===== config.mk =====
export PLATFORM = sky130hd
export DESIGN_NAME = rptr_handler
export DESIGN_NICKNAME = d
export VERILOG_FILES = /design/src/rtl/rptr_handler.sv
export SDC_FILE = /design/constraint.sdc
export NUM_CORES = 1
export LEC_CHECK = 0
export BUFFER_PORTS_ARGS = -buffer_cell sky130_fd_sc_hd__buf_4
export CAP_MARGIN = 0
export CORE_ASPECT_RATIO = 0.8
export CORE_MARGIN = 1.5
export CORE_UTILIZATION = 38
export CTS_CLUSTER_DIAMETER = 60
export DETAILED_ROUTE_END_ITERATION = 16
export PLACE_DENSITY_LB_ADDON = 0.3
export RECOVER_POWER = 100
export SLEW_MARGIN = 20
export SYNTH_ARGS = -nofsm -noshare
export SYNTH_HDL_FRONTEND = slang
export SYNTH_SLANG_ARGS = --single-unit

===== constraint.sdc =====
create_clock -name rclk -period 11 [get_ports rclk]
set_input_delay 1.1 -clock rclk [delete_from_list [all_inputs] [get_ports rclk]]
set_output_delay 1.1 -clock rclk [all_outputs]
set_load 0.01 [all_outputs]

===== src/rtl/rptr_handler.sv =====
// Read-side pointer and status logic for a dual-clock FIFO (read clock domain).
// Optional sticky underflow detection is enabled by defining RPTR_UNDERFLOW_EN.
module rptr_handler #(
    parameter int ADDR_SIZE     = 12,
    parameter int AEMPTY_THRESH = 4
) (
    input  logic                 rclk,
    input  logic                 rrst,
    input  logic                 rinc,
    input  logic [ADDR_SIZE:0]   wptr_s,
    output logic [ADDR_SIZE-1:0] raddr,
    output logic [ADDR_SIZE:0]   rptr,
    output logic                 rEmpty,
    output logic                 rAlmostEmpty,
    output logic [ADDR_SIZE:0]   rlevel,
    output logic                 rUnderflow
);

    localparam int PW = ADDR_SIZE + 1;
    localparam logic [PW-1:0] THRESH = PW'(AEMPTY_THRESH);

    function automatic logic [PW-1:0] gray2bin(input logic [PW-1:0] g);
        logic [PW-1:0] b;
        b[PW-1] = g[PW-1];
        for (int i = PW - 2; i >= 0; i--) begin
            b[i] = b[i+1] ^ g[i];
        end
        return b;
    endfunction

    function automatic logic [PW-1:0] bin2gray(input logic [PW-1:0] b);
        return (b >> 1) ^ b;
    endfunction

    logic [PW-1:0] rbin;
    logic [PW-1:0] rbinnext;
    logic [PW-1:0] rgraynext;
    logic [PW-1:0] wbin_s;
    logic [PW-1:0] level_next;
    logic          accept;

    // A read is only accepted while the FIFO is non-empty; the pointer freezes otherwise.
    assign accept     = rinc & ~rEmpty;
    assign rbinnext   = rbin + {{ADDR_SIZE{1'b0}}, accept};
    assign rgraynext  = bin2gray(rbinnext);
    assign wbin_s     = gray2bin(wptr_s);
    assign level_next = wbin_s - rbinnext;
    assign raddr      = rbin[ADDR_SIZE-1:0];

    // Flags compare against the post-read pointer so they settle on the same edge as rptr.
    always_ff @(posedge rclk or posedge rrst) begin
        if (rrst) begin
            rbin         <= '0;
            rptr         <= '0;
            rEmpty       <= 1'b1;
            rAlmostEmpty <= 1'b1;
            rlevel       <= '0;
        end else begin
            rbin         <= rbinnext;
            rptr         <= rgraynext;
            rEmpty       <= (rgraynext == wptr_s);
            rAlmostEmpty <= (level_next <= THRESH);
            rlevel       <= level_next;
        end
    end

`ifdef RPTR_UNDERFLOW_EN
    always_ff @(posedge rclk or posedge rrst) begin
        if (rrst) begin
            rUnderflow <= 1'b0;
        end else if (rinc && rEmpty) begin
            rUnderflow <= 1'b1;
        end
    end
`else
    assign rUnderflow = 1'b0;
`endif

endmodule


Yosys cells after proc, flatten, opt, wreduce, memory -nomap -nowiden:

Index checks and enable logic that the tools add are counted.

* bits in registers: 41
* bits of input ports: 16
* word-level logic and storage cells: 24

* add/sub/neg operators: 2
* magnitude comparators: 1
* eq/ne operators: 1
* bitwise gates (word level): 15

Operators by type and width (number)
* $add A13 B1 Y13: 1
* $eq A13 B13 Y1: 1
* $le A13 B3 Y1 const B: 1
* $sub A13 B13 Y13: 1
* $xor A12 B13 Y13: 1
* $xor A1 B1 Y1: 12
* $and A1 B1 Y1: 1
* $not A1 Y1: 1

Longest topological paths before layout:

* depth after elaboration: 14
* gate-level depth with buffers: 19
* gate-level depth less buffers: 19

Least setup slack after synthesis:

OpenSTA, ideal clock, no wires.

* kind: input port to flip-flop
* start: input wptr_s[12]
* end: register rAlmostEmpty
* setup time: 0.105 ns
* data arrival time: 5.385 ns
* required time: 10.895 ns
* slack: 5.510 ns
* stages: 19
* buffers on the path: 0
* cells stage by stage: xor3_2 > xor2_2 > xnor2_2 > xnor2_2 > xor3_2 > xnor2_2 > xor2_2 > xnor2_1 > ha_1 > inv_1 > fa_1 > a21o_1 > a21oi_1 > o21bai_1 > a211oi_1 > a21oi_1 > nor4b_1 > or3b_2 > a2111oi_2

* longest elaborated chain between the ends: 14

Ends and longest elaborated chain
* start: declaration: RTL line 10 `input logic [ADDR_SIZE:0] wptr_s,`
* $xor A1 B1 Y1 (*) (6 in a row): RTL line 26 `b[i] = b[i+1] ^ g[i];`
* $xor A1 B1 Y1 (6 in a row): RTL line 26
* $sub A13 B13 Y13 (*): RTL line 47 `assign level_next = wbin_s - rbinnext;`
* via level_next[6]: RTL line 39 `logic [PW-1:0] level_next;`
* $le A13 B3 Y1 (*): RTL line 62 `rAlmostEmpty <= (level_next <= THRESH);`
* end signal: assignment: RTL line 62
* end: declaration: RTL line 14 `output logic rAlmostEmpty,`

The timed path passes the listed nets; every way through them passes the cells marked *.

Final worst setup path:

Same ends and word-level chain as after synthesis.

==> impl_results.md <==
- Post-CTS sizing: 0
- Crit path arrival time: 6.23 ns
- Outcome: complete, but fails checks
- CP Data Required Time: 11.18 ns
- Commonest cells in the netlist: dfrtp_1 (38), xnor2_1 (32), xor2_1 (22), inv_1 (20), ha_1 (14)
- Detailed placer's ending HPWL: 3690 um
- Top_reg_cell synth: dfrtp_1
- Placed cells: 361
- Core area: 6010 um2
- Synth async-reset ratio: 100%
- Die X: 91.9 um
- Htree depth: 2
- Tot GR Track Use: 15.2%
- Rows: 25
- Count of final hold-check violations: 0
- Largest family of logic cells by synthesized area: XOR/XNOR gates
- Least-Margin Pin Slew: 2.10 ns
- Sw Share: 43.8%
- First-pass GRT wire length: 7930 um
- RR Startpoint: rEmpty$_DFF_PP1_
- Post-Place Setup Slack: 5.08 ns
- Seq/Total Area, Yosys: 41.8%
- Failing checks: max-capacitance violations, max-slew violations
- Non-filler cells, final: 368
- RSZ-0062 raised after global routing: no
- Drt wl/cell: 13.0 um
- Seq pwr share: 29.3%
- Synthesized flop and latch total: 40
- Worst-path fanout max: 4
- Avg Cell Area, Syn: 10.6 um2
- Vias: 1702
- CP peak stage delay: 0.47 ns
- Synth Instances: 227
- DR pass1 iterations: 4
- Highest-delay cell along the critical path: xor3_1
- Syn_nets: 258
- GP Congestion: 0.804
- Initial antenna violation count: 0
- Initial drt markers: 83
- Clock net sink count: 40
- Vias in the first global route: 1712
- Syn Std Cell Area: 2400 um2
- Largest cells by area after synthesis: dfrtp_1 (40%), xnor2_1 (12%), xor2_1 (8.0%)
- Initial Utilization: 40.0%
- Leak Pwr: 1.28 nW
- Proportion of layout cells with a drive suffix above 1: 9.06%
- Comb pwr share: 58.4%
- Worst Reg-to-Reg Cells: 14
- HP Class: reg -> reg
- Via density: 4.63
- Worst Skew: 0.00983 ns
- Yosys warning total: 0
- Area leader, netlist: dfrtp_1
- Setup Viol. Count Final: 0
- Clk pwr share: 12.3%
- Final worst slack: 4.95 ns
- Critical path origin: wptr_s[12]
- Longest Clk Path Bufs: 2
- Root Buffer: clkbuf_8
- Syn-to-layout area delta: 16.3%
- Io pins: 57
- Post-Synth Adder-Cell Area: 8.13%
- Clock Latency Late Sink: 0.30 ns
- Crit path capture: rAlmostEmpty$_DFF_PP1_
- Worst vdd ir: 0.161 mV
- Worst R2R End: rAlmostEmpty$_DFF_PP1_
- Cell variety after synth: 41
- Crit path time final: 6.05 ns
- Port Buf Inserts: 55
- Routed WL: 4780 um
- Fin crit share: 55.0%
- PD cells: 276 nW/um2
- Fill cells: 608
- Post-cts hold buffer count: 0
- Die height: 74.1 um
- Crit start category: input pin
- Relative slew slack: -40.1%
- Setup total negative slack: 0 ns
- Max-slew violation count: 41
- Post-synthesis mux area share: 0.834%
- Post-synthesis compound-gate area fraction: 9.38%
- Drc violations: 0
- Dominant cell by count in the synthesized netlist: dfrtp_1
- Internal power: 432 uW
- Post-route ant nets: 0
- N_diodes: 0
- Most common cell on crit path: xnor2_1
- Sw power: 337 uW
- Setup Buffers After CTS: 0
- TritonCTS buffer count: 5
- Achievable frequency: 165 MHz
- TritonCTS clock tree: done
- Clock transition at the registers of the reported paths: 0.08 ns
- Worst-path cell chain: clkbuf_1 -> xor3_1 -> xor2_1 -> xnor2_2 -> xnor2_1 -> xor3_1 -> xnor2_1 -> xor2_1 -> xnor2_1 -> ha_1 -> inv_1 -> fa_1 -> a21o_1 -> a21oi_1 -> o21bai_1 -> a211oi_1 -> a21oi_1 -> nor4b_1 -> or3b_2 -> a2111oi_0
- Post-Synth XOR/XNOR Area: 25.2%
- WS Path Type: in -> reg
- Grt ovf: 0
- Simple-gate portion of the synthesized area: 10.8%
- Worst R2R Setup Slack: 6.89 ns
- Full die area: 6810 um2
- Area share of the leading cell type in the synthesized netlist: 39.6%
- Largest net degree at the start of global routing: 41
- Worst hold margin: 0.596 ns
- Final Net Count: 318
- Post-layout util: 46.5%
- Max-cap viol count: 1
- EDFF count, synth: 0
- Worst setup EP type: flop
==> cell families (layout without fill, tap and decap cells) <==
family	count (synthesis)	after routing
mux	2	2
flops	40	40
xor+xnor	61	61
compound gates	34	34
simple gates	51	51
other cells	1	1
fa+ha+maj	15	15
buf+inv	23	83
==> flip-flops by register name, indices dropped and copies added, names as in the netlist <==
| register | flops |
|---|---|
| rlevel | 13 |
| rbin | 13 |
| rAlmostEmpty | 1 |
| rEmpty | 1 |
| rptr | 12 |
==> power by group through the flow <==
stage	registers, mW	clock network [mW]	logic (mW)
2_1_floorplan	0.248	0	0.324
3_3_place_gp	0.229	0	0.491
3_5_place_dp	0.228	0	0.494
4_1_cts	0.227	0.0980	0.499
5_1_grt	0.231	0.105	0.505
6_report	0.225	0.0944	0.450
==> worst min path at each step <==
| stage | depth (start not counted) | end | start | slack (ns) |
|---|---|---|---|---|
| global placement | 1 | rptr[7]$_DFF_PP0_ | rbin[8]$_DFF_PP0_ | 0.59 |
| floorplan | 1 | rptr[7]$_DFF_PP0_ | rbin[8]$_DFF_PP0_ | 0.58 |
| detailed placement | 1 | rptr[7]$_DFF_PP0_ | rbin[8]$_DFF_PP0_ | 0.58 |
| CTS | 1 | rptr[7]$_DFF_PP0_ | rbin[8]$_DFF_PP0_ | 0.59 |
| finish | 1 | rptr[7]$_DFF_PP0_ | rbin[8]$_DFF_PP0_ | 0.60 |
| global route | 1 | rptr[7]$_DFF_PP0_ | rbin[8]$_DFF_PP0_ | 0.63 |
==> stage by stage <==
stage	instance area [um2]	power (mW)
floorplan	2400	0.572
global placement	2910	0.720
detailed placement	2910	0.722
CTS	2990	0.824
global route	2790	0.841
finish	2790	0.769
==> layout by cell type, fill, tap and decap left out, types with 2 or more instances in the layout <==
| cell type | n |
|---|---|
| nand2_1 | 11 |
| a31oi_1 | 3 |
| dfrtp_1 | 38 |
| clkbuf_8 | 5 |
| a21o_1 | 5 |
| nor2_1 | 12 |
| nand3_1 | 6 |
| xnor2_1 | 34 |
| xor3_1 | 2 |
| inv_1 | 20 |
| xor2_1 | 24 |
| ha_1 | 14 |
| and3_1 | 5 |
| and2_1 | 2 |
| mux2i_1 | 2 |
| nor3_1 | 5 |
| o21a_1 | 4 |
| clkbuf_1 | 41 |
| o21bai_1 | 2 |
| nor2b_1 | 2 |
| a21oi_1 | 8 |
| o21ai_0 | 7 |
| buf_4 | 13 |
| clkbuf_4 | 2 |
==> per-layer routing <==
| metal | share of wire, % | global-route usage (%) | up-vias | wire length, um |
|---|---|---|---|---|
| met5 | 0 | 0 | - | 0 |
| met1 | 49 | 20.2 | 782 | 2320 |
| met2 | 45 | 24.4 | 35 | 2160 |
| li1 | - | - | 878 | - |
| met3 | 4.5 | 3.89 | 7 | 217 |
| met4 | 1.6 | 5.64 | 0 | 76 |
==> worst max-delay path, delay by kind of cell <==
family | cells | cell delay [ns]
buffers and inverters | 2 | 0.21
adder cells (fa/ha/maj) | 2 | 0.57
XOR/XNOR | 8 | 2.39
AO/OA/AOI/OAI | 6 | 1.21
AND/OR/NAND/NOR | 2 | 0.76
==> area by class of cell <==
type,count,area (um2),area share [%]
Inverter,20,75.1,2.69
Timing Repair Buffer,56,267,9.55
Clock inverter,2,12.5,0.448
Clock buffer,5,68.8,2.47
Tap cell,81,101,3.63
Multi-Input combinational cell,164,1260,45.3
Sequential cell,40,1000,35.9
Note: power is estimated with default switching activity, not from simulation.
